File: src/rtl/fp_int2fp_converter.sv
// Converts a 13-bit two's-complement integer to a sign/exp/frac float word.
// Latency: k+3 cycles from accept to o_valid (k = normalisation shifts); 1 cycle for zero.
// Backpressure: single conversion in flight, o_ready only in IDLE; o_fp held in DONE until i_ready.
module fp_int2fp_converter (
    input  logic        i_clk,
    input  logic        i_rst_n,
    input  logic        i_valid,
    output logic        o_ready,
    input  logic [12:0] i_int,
    output logic        o_valid,
    input  logic        i_ready,
    output logic [12:0] o_fp
);

    localparam logic [1:0] IDLE  = 2'd0;
    localparam logic [1:0] NORM  = 2'd1;
    localparam logic [1:0] ROUND = 2'd2;
    localparam logic [1:0] DONE  = 2'd3;

    logic [1:0]  state;
    logic [12:0] mag;
    logic [3:0]  exp;
    logic        sign;

    // Magnitude of the incoming integer; -4096 maps to 0x1000, which still fits 13 bits.
    logic [12:0] mag_in;
    assign mag_in = i_int[12] ? (~i_int + 13'd1) : i_int;

    // Round-to-nearest-even on the normalised magnitude.
    logic [7:0] frac_raw;
    logic       guard;
    logic       sticky;
    logic       round_up;
    logic [8:0] frac_sum;
    logic       frac_ovf;
    logic [7:0] frac_rnd;
    logic [3:0] exp_rnd;

    // Rounding datapath, only consumed in ROUND.
    always_comb begin
        frac_raw = mag[12:5];
        guard    = mag[4];
        sticky   = |mag[3:0];
        round_up = guard & (sticky | frac_raw[0]);
        frac_sum = {1'b0, frac_raw} + {8'd0, round_up};
        frac_ovf = frac_sum[8];
        frac_rnd = frac_ovf ? 8'h80 : frac_sum[7:0];
        exp_rnd  = exp + {3'd0, frac_ovf};
    end

    // Handshake flags are pure decodes of the state register.
    assign o_ready = (state == IDLE);
    assign o_valid = (state == DONE);

    // Conversion FSM: capture, normalise one bit per cycle, round, then hold for downstream.
    always_ff @(posedge i_clk or negedge i_rst_n) begin
        if (!i_rst_n) begin
            state <= IDLE;
            mag   <= 13'd0;
            exp   <= 4'd0;
            sign  <= 1'b0;
            o_fp  <= 13'd0;
        end else begin
            case (state)
                IDLE: begin
                    if (i_valid) begin
                        mag <= mag_in;
                        exp <= 4'd13;
                        if (mag_in == 13'd0) begin
                            sign  <= 1'b0;
                            o_fp  <= 13'd0;
                            state <= DONE;
                        end else begin
                            sign  <= i_int[12];
                            state <= NORM;
                        end
                    end
                end
                NORM: begin
                    if (mag[12]) begin
                        state <= ROUND;
                    end else begin
                        mag <= {mag[11:0], 1'b0};
                        exp <= exp - 4'd1;
                    end
                end
                ROUND: begin
                    o_fp  <= {sign, exp_rnd, frac_rnd};
                    state <= DONE;
                end
                DONE: begin
                    if (i_ready) begin
                        state <= IDLE;
                    end
                end
                default: state <= IDLE;
            endcase
        end
    end

endmodule

File: config.mk
export PLATFORM = sky130hd
export DESIGN_NAME = fp_int2fp_converter
export DESIGN_NICKNAME = d
export VERILOG_FILES = /design/src/rtl/fp_int2fp_converter.sv
export SDC_FILE = /design/constraint.sdc
export NUM_CORES = 1
export LEC_CHECK = 0
export CAP_MARGIN = 20
export CORE_MARGIN = 2
export CORE_UTILIZATION = 45
export CTS_CLUSTER_DIAMETER = 30
export CTS_CLUSTER_SIZE = 25
export DETAILED_ROUTE_END_ITERATION = 12
export PLACE_DENSITY = 0.66
export SLEW_MARGIN = 30
export SYNTH_ARGS = -nofsm -noshare
export SYNTH_HDL_FRONTEND = slang
export SYNTH_SLANG_ARGS = --single-unit
File: constraint.sdc
create_clock -name i_clk -period 3 [get_ports i_clk]
set_clock_uncertainty 0.2 [all_clocks]
set_input_delay 0.45 -clock i_clk [delete_from_list [all_inputs] [get_ports i_clk]]
set_output_delay 0.45 -clock i_clk [all_outputs]
set_load 0.02 [all_outputs]
### Word-level counts from Yosys, hierarchy flattened

Index checks and enable logic that the tools add are counted.
W data, S select, Z words.

* flip-flop bits (word level): 33
* output and inout port bits: 15

* add/subtract/negate cells: 4
* equality and inequality tests: 8
* mux-type cells: 17
* bitwise operators: 3
* reduce and logical (&&, ||, !) cells: 10

Operators with widths (number)
* $mux W13: 5
* $pmux W13 S2: 2
* $add A13 B1 Y13 const B: 1
* $logic_not A13 Y1: 1
* $not A13 Y13: 1
* $add A8 B1 Y9: 1
* $reduce_and A3 Y1: 3
* $mux W2: 4
* $mux W4: 2
* $mux W8: 1
* $pmux W2 S4: 1
* $pmux W4 S2: 1
* $ne A2 B2 Y1 const B: 3
* $add A4 B1 Y4: 1
* $eq A2 B2 Y1 const B: 2
* $ne A2 B1 Y1 const B: 2
* $reduce_and A2 Y1: 2
* $reduce_bool A2 Y1: 2
* $reduce_or A4 Y1: 1
* $sub A4 B1 Y4 const B: 1
* $eq A2 B1 Y1 const B: 1
* $logic_not A2 Y1: 1
* $and A1 B1 Y1: 1
* $mux W1: 1
* $or A1 B1 Y1: 1

### Longest topological paths before layout

Gate-level depths: netlist (run 1).

* word-level depth: 7
* gate-level depth with buffers: 11
* depth with buffers taken out: 11

### Least setup slack after synthesis (run 1)

OpenSTA, ideal clock, no wires.

* kind: input port to flip-flop
* start: input i_int[0]
* end: register o_fp[7]
* setup time: 0.134 ns
* arrival time: 2.124 ns
* required time: 2.666 ns
* path slack: 0.543 ns
* stages on the path: 8
* path buffers: 0
* path through: inv_1 -> ha_1 -> or3b_2 -> a211oi_1 -> and2_1 -> and4bb_4 -> and3_4 -> o221ai_2

* word-level cells in the longest chain between the ends: 6

RTL lines
* start, declared: line 9 `input logic [12:0] i_int,`
* $not A13 Y13: line 27 `assign mag_in = i_int[12] ? (~i_int + 13'd1) : i_int;`
* $add A13 B1 Y13: line 27
* $mux W13 (*): line 27
* $logic_not A13 Y1 (*): line 69 `if (mag_in == 13'd0) begin`
* $ne A2 B1 Y1 (no line) (*)
* $reduce_and A3 Y1 (no line) (*)
* end signal, assigned: line 88 `o_fp <= {sign, exp_rnd, frac_rnd};`
* end, declared: line 12 `output logic [12:0] o_fp`

Mark *: on every way between the ends. The rest lies on a longest branch, timed or not.
A chain may end at the register's enable or synchronous reset.

### Worst setup path after layout (run 1)

* start: input i_int[0]
* end: register o_fp[1]

Same word-level chain as after synthesis.

==> results of run 1 <==
==> worst max-delay path by stage <==
stage / start / to / slack (ns) / depth (start not counted)
2_1_floorplan: i_int[0] / o_fp[7] / 0.54 / 8
3_3_place_gp: i_int[0] / o_fp[8] / 0.02 / 9
3_5_place_dp: i_int[0] / o_fp[12] / -0.08 / 9
4_1_cts: i_int[0] / o_fp[7] / 0.23 / 9
5_1_grt: i_int[0] / o_fp[6] / 0.07 / 9
6_report: i_int[0] / o_fp[1] / 0.22 / 9
==> worst reg2reg max path, cell delays in order (launching register included) <==
cell     delay [ns]
dfrtp_1        0.44
and2_1         0.19
ha_1           0.25
nand2_1        0.13
nor2_1         0.07
ha_1           0.19
ha_1           0.19
xor2_1         0.18
a32o_1         0.27
a31oi_1        0.14
nand3_1        0.09
==> cells by family (layout without fill, tap and decap cells) <==
group / Yosys count / in the layout / share of synthesized area
and+or+nand+nor: 162 / 162 / 0.323
AOI/OAI and AO/OA: 91 / 91 / 0.222
buffers and inverters: 38 / 77 / 0.0644
DFF: 33 / 33 / 0.289
xor gates and xnor gates: 17 / 17 / 0.0521
adders and majority gates: 9 / 9 / 0.0394
muxes: 3 / 3 / 0.0105
==> cells in the mapped netlist (7+ instances only) <==
library cell,count
buf_2,8
nor4_1,10
nor2b_1,9
ha_1,9
inv_1,10
xor2_1,12
dfrtp_1,33
nor3_1,16
a31oi_1,7
nor2_1,19
nand2_1,36
and2_1,10
o21ai_0,28
clkbuf_1,14
a21oi_1,12
nand3_1,32
==> stage by stage <==
step                      area [µm²]  total power, mW  cells
final                           3420             3.01    469
after floorplan                 2860             2.09    353
after CTS                       3420             3.03    469
after global placement          3330             2.63    462
after global routing            3420             3.27    469
after detailed placement        3330             2.67    462
==> flip-flops by register name, indices dropped and copies added (netlist names) <==
register  count
exp           4
mag          13
o_fp         13
sign          1
state         2
==> power by group through the flow <==
| stage | clock network [mW] | logic [mW] | registers (mW) |
|---|---|---|---|
| after floorplan | 0 | 1.16 | 0.922 |
| after global placement | 0 | 1.75 | 0.881 |
| after detailed placement | 0 | 1.78 | 0.890 |
| after CTS | 0.355 | 1.79 | 0.881 |
| after global routing | 0.377 | 1.98 | 0.916 |
| final | 0.350 | 1.78 | 0.882 |
==> metal layers <==
layer	track usage	part of all wire	vias to the layer above
met5	0	0	-
met4	0.0572	0.0098	0
met3	0.0317	0.040	6
met2	0.369	0.49	83
met1	0.300	0.46	1309
li1	-	-	1391
==> final cells by class <==
| type | instances | area share |
|---|---|---|
| multi-input cells | 282 | 0.540 |
| flip-flops and latches | 33 | 0.241 |
| well taps | 77 | 0.0282 |
| inverters | 10 | 0.0110 |
| clock buffers | 7 | 0.0252 |
| repair buffers | 60 | 0.154 |
==> impl_summary.txt, run 1 <==
----------------------------------------------------
[Drt]
  Final WL ... 7.32 mm
  Residual DRC ... 0
  TritonRoute pass-1 iters ... 5
  Vias ... 2789
  Final ANT Viol Nets ... 0
  Drt initial violations ... 150
  Avg Vias per Cell ... 5.95
  Routed WL per cell ... 15.6 µm

[Timing]
  Final hold violation count ... 0
  Worst path setup slack after routing ... 0.216 ns
  Count of final max-slew check failures ... 0
  Period utilization ... 0.928
  Setup total negative slack ... 0 ns
  Crit path time final ... 2.78 ns
  Transition time at the pin with the least slew margin ... 0.616 ns
  Final Setup Violations ... 0
  F_max ... 0.359 GHz
  Final worst hold slack ... 0.293 ns
  RSZ-0062 raised after global routing ... false
  Relative max-transition margin ... 0.586

[GRT]
  Antenna violations before repair ... 0
  Total global routing track utilization ... 0.221
  Via count of the first global-routing pass ... 2651
  Wire length of the first global-routing pass ... 12.8 mm
  Overflow left after global routing ... 0
  Largest net degree at the start of global routing ... 34

[Floorplanning]
  Row count ... 29
  Die boundary height ... 83.7 µm
  Effective utilization at floorplan ... 0.458
  CORE AREA ... 0.00624 mm²
  Area of the die ... 0.00700 mm²
  Overall die width ... 83.7 µm
  Total I/O pin count ... 32

[Yosys]
  Syn Area/Cell ... 8.09 µm²
  Number of synthesized flops with an enable pin ... 0
  Largest area contributor in the netlist ... dfrtp_1
  Synth warnings ... 0
  Count of state elements after synthesis ... 33
  Mapped Nets ... 379
  Netlist cell types ... 68
  Area share of the leading cell type in the synthesized netlist ... 0.289
  Count of mapped cells out of synthesis ... 353
  Share of flip-flops with an asynchronous set or reset after synthesis ... 1.00
  Part of the Yosys area used for sequential elements ... 0.289
  Most used DFF post-synth ... dfrtp_1
  Main area contributors after synthesis ... dfrtp_1 (29%), nand3_1 (5.6%), o21ai_0 (4.9%), nand2_1 (4.7%), ha_1 (3.9%)
  Post-Synthesis Cell Area ... 0.00286 mm²

[Setup path]
  Highest-delay cell along the critical path ... or3b_2
  Worst Setup Path Type ... in -> reg
  Slowest cell delay on critical path ... 0.44 ns
  CP bufs+invs ... 2
  Nature of the critical path startpoint ... input pin
  Reg-to-reg critical path endpoint ... o_fp[10]
  Sort of element at the end of the critical path ... register
  Data required time at the worst endpoint ... 2.97 ns
  Count of cells along the worst register-to-register path ... 10
  RR Startpoint ... mag[5]
  Critical path cell sequence ... clkdlybuf4s50_1 > inv_1 > ha_1 > or3b_2 > a211oi_1 > and2_1 > nand4bb_4 > o211ai_1 > nand3_1
  Arrival time at the worst endpoint ... 2.76 ns
  Largest fanout on the critical path ... 12
  Dominant delay contributor by cell family on the critical path ... simple AND/OR/NAND/NOR gates
  Setup slack of the worst register-to-register path ... 0.55 ns

[Hold path]
  Endpoint of the worst hold-timing path ... sign
  Worst hold path cell count ... 2
  Worst hold-check path type ... reg -> reg
  Startpoint of the lowest-slack hold path ... sign

[Finish]
  Fraction of final layout cells with drive strength greater than 1 ... 0.143
  Top library cells by usage in the layout, fill and taps aside ... nand2_1 (36), dfrtp_1 (33), nand3_1 (32)
  Most common cell after layout, fill and taps aside ... nand2_1
  Layout fillers ... 578
  Net count, final ... 418
  Area taken by multi-input logic gates ... 0.00185 mm²
  Finished Core Util ... 0.548
  Layout area overhead ... 19.8%
  Number of diodes added for antenna fixing ... 0
  Register area ... 826 µm²

[CTS]
  PostCTS Resize Cnt ... 0
  Post-CTS Hold Buffers ... 0
  CTS tree ... built
  Count of H-tree levels built during CTS ... 2
  Sink count of the clock tree ... 33
  Number of clock buffers inserted by TritonCTS ... 5
  Buffer type at the clock tree root ... clkbuf_8
  Number of post-CTS setup repair buffers ... 0
  Clock latency reported for the late side of the worst-skew pair ... 0.29 ns
  Clock transition at the registers of the reported paths ... 0.07 ns
  Worst-case clock buffer depth ... 2

[Power]
  Worst vdd rail ir drop ... 0.000534 V
  Proportion of power drawn by flip-flops and latches ... 0.292
  Pwr per Cell Area ... 881 mW/mm²
  Switching Fraction ... 0.457
  Net switching power ... 1.38 mW
  Leakage power total ... 1.34 nW
  Relative contribution of the clock network to total power ... 0.116
  Combinational share of power ... 0.592
  Internal power ... 1.64 mW

[Placement]
  Setup Slack @ Placement ... -0.0797 ns
  Post-DP HPWL ... 5.32 mm
  Gp weighted congestion ... 0.864
  Number of buffer cells added on primary ports ... 31

[Outcome]
  Result of the run ... finished, final reports clean

[Run]
  Maximum Capacitance Violations ... 0

----------------------------------------------------
Note: power is estimated with default switching activity, not from simulation.
==> run 2: changes to the inputs <==
--- a/config.mk
+++ b/config.mk
@@ -6,6 +6,7 @@
 export NUM_CORES = 1
 export LEC_CHECK = 0
 export CAP_MARGIN = 20
+export CORE_ASPECT_RATIO = 1.2
 export CORE_MARGIN = 2
 export CORE_UTILIZATION = 45
 export CTS_CLUSTER_DIAMETER = 30
==> run 2 against run 1 <==
  * Worst setup slack better by 0.10 ns
  * Sequential share of layout area increased by 0.12 points
  * Non-clock buffer count down 5
  * Die area barely moved
  * Combinational power is essentially flat
  * Register-to-register slack about the same
  * Critical path depth unchanged
  * Critical path type unchanged
  * Critical endpoint is now o_fp[9]
  * Largest cell class unchanged
==> impl_summary.txt, run 2 (synthesis results as in run 1) <==
----------------------------------------------------
[Drt]
  Residual DRC ... 0 (unchanged)
  Final WL ... 7.01 mm (-4.2%)
  Vias ... 2774 (-0.54%)
  Final ANT Viol Nets ... 0 (unchanged)
  Drt initial violations ... 183 (+22%)
  Routed WL per cell ... 14.9 µm (-4.4%)
  Avg Vias per Cell ... 5.90 (-0.75%)
  TritonRoute pass-1 iters ... 4 (-1)

[CTS]
  Sink count of the clock tree ... 33 (unchanged)
  Count of H-tree levels built during CTS ... 2 (unchanged)
  Number of post-CTS setup repair buffers ... 0 (unchanged)
  CTS tree ... built
  Post-CTS Hold Buffers ... 0 (unchanged)
  Clock transition at the registers of the reported paths ... 0.07 ns (about the same)
  Clock latency reported for the late side of the worst-skew pair ... 0.28 ns (about the same)
  Buffer type at the clock tree root ... clkbuf_8
  Worst-case clock buffer depth ... 2 (unchanged)
  PostCTS Resize Cnt ... 0 (unchanged)
  Number of clock buffers inserted by TritonCTS ... 5 (unchanged)

[Timing]
  Final Setup Violations ... 0 (unchanged)
  Crit path time final ... 2.68 ns (-0.103 ns)
  Final worst hold slack ... 0.302 ns (+0.00878 ns)
  F_max ... 0.373 GHz (+3.8%)
  Final hold violation count ... 0 (unchanged)
  Worst path setup slack after routing ... 0.318 ns (+0.103 ns)
  Period utilization ... 0.894 (-0.0342)
  Relative max-transition margin ... 0.612 (+0.0255)
  RSZ-0062 raised after global routing ... false
  Transition time at the pin with the least slew margin ... 0.575 ns (-0.0416 ns)
  Count of final max-slew check failures ... 0 (unchanged)

[Placement]
  Post-DP HPWL ... 5.09 mm (-4.4%)
  Gp weighted congestion ... 0.863 (-0.16%)
  Number of buffer cells added on primary ports ... 31 (unchanged)
  Setup Slack @ Placement ... -0.0121 ns (+0.0676 ns)

[Finish]
  Top library cells by usage in the layout, fill and taps aside ... nand2_1 (36), dfrtp_1 (33), nand3_1 (32)
  Net count, final ... 413 (-1.2%)
  Most common cell after layout, fill and taps aside ... nand2_1
  Layout fillers ... 596 (+3.1%)
  Largest registers in the final layout ... mag: 13 flops, o_fp: 13 flops, exp: 4 flops
  Fraction of final layout cells with drive strength greater than 1 ... 0.137 (-0.00626)
  Layout area overhead ... 19.2%
  Number of diodes added for antenna fixing ... 0 (unchanged)

[Outcome]
  Result of the run ... finished, final reports clean

[Power]
  Internal power ... 1.65 mW (+0.83%)
  Worst vdd rail ir drop ... 0.000410 V (-23%)
  Net switching power ... 1.37 mW (-0.47%)
  Pwr per Cell Area ... 888 mW/mm² (+0.71%)
  Combinational share of power ... 0.581 (-0.011)
  Total power of the final layout ... 3.02 mW (+0.23%)
  Leakage power total ... 1.32 nW (-1.1%)
  Switching Fraction ... 0.454 (-0.00321)
  Relative contribution of the clock network to total power ... 0.124 (+0.008)
  Proportion of power drawn by flip-flops and latches ... 0.295 (+0.003)

[Floorplanning]
  CORE AREA ... 0.00609 mm² (-2.4%)
  Overall die width ... 76.7 µm (-8.3%)
  Total I/O pin count ... 32 (unchanged)
  Effective utilization at floorplan ... 0.469 (+0.0114)
  Area of the die ... 0.00700 mm² (about the same)
  Die boundary height ... 91.3 µm (+9.1%)
  Row count ... 31 (+6.9%)

[Setup path]
  Nature of the critical path startpoint ... input pin
  Data required time at the worst endpoint ... 2.97 ns (about the same)
  Sort of element at the end of the critical path ... register
  Arrival time at the worst endpoint ... 2.65 ns (-0.11 ns)
  Worst Setup Path Type ... in -> reg
  Largest fanout on the critical path ... 12 (unchanged)

[Run]
  Maximum Capacitance Violations ... 0 (unchanged)

[GRT]
  Wire length of the first global-routing pass ... 12.1 mm (-4.8%)
  Via count of the first global-routing pass ... 2582 (-2.6%)
  Total global routing track utilization ... 0.208 (-0.0121)
  Overflow left after global routing ... 0 (unchanged)
  Largest net degree at the start of global routing ... 35 (+2.9%)
  Antenna violations before repair ... 0 (unchanged)

[Hold path]
  Worst hold-check path type ... reg -> reg

----------------------------------------------------
-- run 2: final timing paths --
path / depth (start not counted) / from / endpoint / slack (ns)
max in group asynchronous: 2 / i_rst_n / o_fp[3] / 1.93
setup reg to reg: 10 / mag[5] / o_fp[11] / 0.54
setup / recovery: 9 / i_int[0] / o_fp[9] / 0.32
hold / removal: 2 / sign / sign / 0.30
min in group asynchronous: 2 / i_rst_n / o_fp[0] / 0.37
hold reg to reg: 2 / sign / sign / 0.30
-- run 2: layer usage --
metal | routed length [µm] | GRT usage | vias up
met5 | 0 | 0 | -
met4 | 128 | 0.0864 | 0
met3 | 230 | 0.0249 | 7
met2 | 3470 | 0.360 | 59
met1 | 3180 | 0.261 | 1330
li1 | - | - | 1378
-- run 2: area by class of cell --
type | instances | area (µm²) | share of cell area
Multi-Input combinational cell | 282 | 1850 | 0.542
Sequential cell | 33 | 826 | 0.243
Timing Repair Buffer | 55 | 490 | 0.144
Tap cell | 82 | 103 | 0.0301
Clock buffer | 7 | 96.3 | 0.0283
Inverter | 10 | 37.5 | 0.0110
Clock inverter | 1 | 5.00 | 0.00147
-- run 2: through the flow --
step                      utilization  instances  area [µm²]  TNS [ns]
after global placement          0.542        462        3300         0
after detailed placement        0.542        462        3300   -0.0663
after CTS                       0.559        470        3400         0
after global routing            0.559        470        3400         0
after floorplan                     -        353        2860         0
final                           0.559        470        3400         0
-- run 2: power by group through the flow --
stage	registers (mW)	logic (mW)	clock network (mW)
2_1_floorplan	0.922	1.16	0
3_3_place_gp	0.885	1.71	0
3_5_place_dp	0.893	1.76	0
4_1_cts	0.885	1.76	0.384
5_1_grt	0.919	1.95	0.400
6_report	0.890	1.76	0.376
-- run 2: worst max-delay path: stages --
cell and delay, ns:
clkdlybuf4s50_1 0.47, inv_1 0.06, ha_1 0.30, or4b_1 0.46, a21oi_1 0.13, nor3_1 0.09
nand4bb_4 0.36, o211ai_1 0.23, nand3_1 0.09
==> run 3: changes to the inputs <==
--- a/config.mk
+++ b/config.mk
@@ -12,7 +12,7 @@
 export CTS_CLUSTER_DIAMETER = 30
 export CTS_CLUSTER_SIZE = 25
 export DETAILED_ROUTE_END_ITERATION = 12
-export PLACE_DENSITY = 0.66
+export DONT_BUFFER_PORTS = 1
 export SLEW_MARGIN = 30
 export SYNTH_ARGS = -nofsm -noshare
 export SYNTH_HDL_FRONTEND = slang
==> constraint.sdc (replaced) <==
create_clock -name i_clk -period 3 [get_ports i_clk]
set_clock_uncertainty 0.2 [all_clocks]
set_input_delay 0.3 -clock i_clk [delete_from_list [all_inputs] [get_ports i_clk]]
set_output_delay 0.3 -clock i_clk [all_outputs]
set_load 0.02 [all_outputs]
==> run 3 against run 2 <==
  * Non-clock buffer count down 42
  * Final area decreased by 11%
  * Critical path depth stayed put
  * Flip-flop and latch count is the same
  * Worst setup slack got worse by 0.033 ns
  * Critical path type unchanged
  * Largest power group unchanged
==> impl_summary.txt, run 3 (synthesis results as in run 1) <==
----------------------------------------------------
[Drt]
  Routed metal-1 wire length ... 3.09 mm (-3.0%)
  TritonRoute pass-1 iters ... 4 (unchanged)
  Residual DRC ... 0 (unchanged)
  Vias ... 2592 (-6.6%)
  Highest metal layer with signal wires ... met4
  Met2 routed wirelength ... 3.30 mm (-4.9%)
  Met3 WL post-DR ... 336 µm (+46%)
  Avg Vias per Cell ... 6.07 (+2.8%)
  Final WL ... 6.89 mm (-1.7%)
  Drt initial violations ... 143 (-22%)
  Routed WL per cell ... 16.1 µm (+8.2%)
  Final ANT Viol Nets ... 0 (unchanged)

[GRT]
  Total global routing track utilization ... 0.212 (+0.00390)
  Antenna violations before repair ... 0 (unchanged)
  Overflow left after global routing ... 0 (unchanged)
  Largest net degree at the start of global routing ... 34 (-2.9%)
  Wire length of the first global-routing pass ... 12.2 mm (+0.85%)
  Via count of the first global-routing pass ... 2559 (-0.89%)

[Finish]
  Finished Core Util ... 0.496 (-0.0631)
  Number of diodes added for antenna fixing ... 0 (unchanged)
  Largest registers in the final layout ... mag: 13 flops, o_fp: 13 flops, exp: 4 flops
  Fraction of final layout cells with drive strength greater than 1 ... 0.113 (-0.0236)
  Layout area overhead ... 5.74%
  Most common cell after layout, fill and taps aside ... nand2_1
  Top library cells by usage in the layout, fill and taps aside ... nand2_1 (36), dfrtp_1 (33), nand3_1 (32)
  Net count, final ... 371 (-10%)
  Layout fillers ... 611 (+2.5%)
  Post-route standard cell area excluding fillers ... 0.00302 mm² (-11%)
  Post-layout instance count excluding filler cells ... 427 (-9.1%)

[Run]
  Maximum Capacitance Violations ... 0 (unchanged)

[CTS]
  Clock transition at the registers of the reported paths ... 0.06 ns (about the same)
  Clock latency reported for the late side of the worst-skew pair ... 0.28 ns (about the same)
  Number of post-CTS setup repair buffers ... 0 (unchanged)
  Buffer type at the clock tree root ... clkbuf_8
  Worst-case clock buffer depth ... 2 (unchanged)
  Number of clock buffers inserted by TritonCTS ... 5 (unchanged)
  CTS tree ... built
  Sink count of the clock tree ... 33 (unchanged)
  Count of H-tree levels built during CTS ... 2 (unchanged)

[Timing]
  Crit path time final ... 2.71 ns (+0.0330 ns)
  Worst path setup slack after routing ... 0.285 ns (-0.0330 ns)
  Final Setup Violations ... 0 (unchanged)
  Final worst hold slack ... 0.101 ns (-0.200 ns)
  Final hold violation count ... 0 (unchanged)
  Setup total negative slack ... 0 ns (unchanged)
  Relative max-transition margin ... 0.632 (+0.0204)
  RSZ-0062 raised after global routing ... false
  Period utilization ... 0.905 (+0.0110)
  Transition time at the pin with the least slew margin ... 0.548 ns (-0.0268 ns)
  F_max ... 0.368 GHz (-1.2%)
  Count of final max-slew check failures ... 0 (unchanged)

[Placement]
  Placed Instances ... 416 (-10%)
  Number of buffer cells added on primary ports ... 0 (-100%)
  Post-detailed-placement cell area ... 0.00288 mm² (-13%)
  Setup Slack @ Placement ... 0.486 ns (+0.498 ns)
  Gp weighted congestion ... 0.784 (-9.2%)
  Post-DP HPWL ... 4.99 mm (-1.9%)

[Setup path]
  Arrival time at the worst endpoint ... 2.68 ns (+0.03 ns)
  Nature of the critical path startpoint ... input pin
  Worst Setup Path Type ... in -> reg
  Highest-delay cell along the critical path ... dlygate4sd3_1
  Slowest cell delay on critical path ... 0.54 ns (+0.07 ns)
  Reg-to-reg critical path endpoint ... o_fp[10]
  RR Startpoint ... mag[4]
  Data required time at the worst endpoint ... 2.96 ns (about the same)
  Largest fanout on the critical path ... 12 (unchanged)
  Sort of element at the end of the critical path ... register
  Count of cells along the worst register-to-register path ... 10 (unchanged)
  Critical path cell sequence ... dlygate4sd3_1 > inv_1 > ha_2 > or3b_2 > a211oi_1 > and2_2 > nand4bb_4 > o211ai_1 > nand3_1
  Setup slack of the worst register-to-register path ... 0.59 ns (+0.05 ns)

[Power]
  Pwr per Cell Area ... 911 mW/mm² (+2.7%)
  Leakage power total ... 1.14 nW (-14%)
  Worst vdd rail ir drop ... 0.000388 V (-5.4%)
  Total power of the final layout ... 2.75 mW (-8.9%)

[Floorplanning]
  Effective utilization at floorplan ... 0.469 (unchanged)
  Total I/O pin count ... 32 (unchanged)
  Row count ... 31 (unchanged)
  Area of the die ... 0.00700 mm² (unchanged)
  Die boundary height ... 91.3 µm (unchanged)
  CORE AREA ... 0.00609 mm² (unchanged)
  Overall die width ... 76.7 µm (unchanged)

[Hold path]
  Worst hold-check path type ... in -> reg
  Endpoint of the worst hold-timing path ... o_fp[7]
  Worst hold path cell count ... 2 (unchanged)
  Startpoint of the lowest-slack hold path ... i_valid

[Outcome]
  Result of the run ... finished, final reports clean

----------------------------------------------------
[run 3: critical path, delay by kind of cell]
| family | cells | cell delay (ns) |
|---|---|---|
| buf+inv | 2 | 0.62 |
| compound gates | 2 | 0.48 |
| fa+ha+maj | 1 | 0.24 |
| simple gates | 4 | 1.02 |
[run 3: what timing repair did]
action | in CTS | in global routing
hold endpoints to repair | 35 | 0
resized for setup | 0 | 2
endpoints found under the setup margin | 0 | 3
hold buffers | 4 | 0
[run 3: worst max path at each step]
stage | to | startpoint | slack [ns]
after floorplan | o_fp[0] | state[0] | 0.68
final | o_fp[12] | i_int[0] | 0.29
after CTS | o_fp[12] | i_int[0] | 0.22
after detailed placement | o_fp[12] | i_int[0] | 0.49
after global routing | o_fp[12] | i_int[0] | 0.05
after global placement | o_fp[12] | i_int[0] | 0.52
[run 3: area by class of cell]
class                           instances  area, µm²  share of cell area
Multi-Input combinational cell        282       1850               0.613
Sequential cell                        33        826               0.273
Timing Repair Buffer                   13        118              0.0389
Tap cell                               82        103              0.0340
Clock buffer                            7       86.3              0.0286
Inverter                               10       37.5              0.0124
[run 3: per-layer routing]
layer  vias up  track usage
met5         -            0
met4         0       0.0864
met3        15       0.0358
met2        73        0.352
met1      1219        0.273
li1       1285            -
[run 3: where the power goes]
group,switching (mW),leakage [nW],internal [mW],total (mW)
logic,0.802,0.708,0.605,1.41
clock network,0.155,0.0443,0.182,0.337
registers,0.347,0.384,0.661,1.01
total,1.30,1.14,1.45,2.75
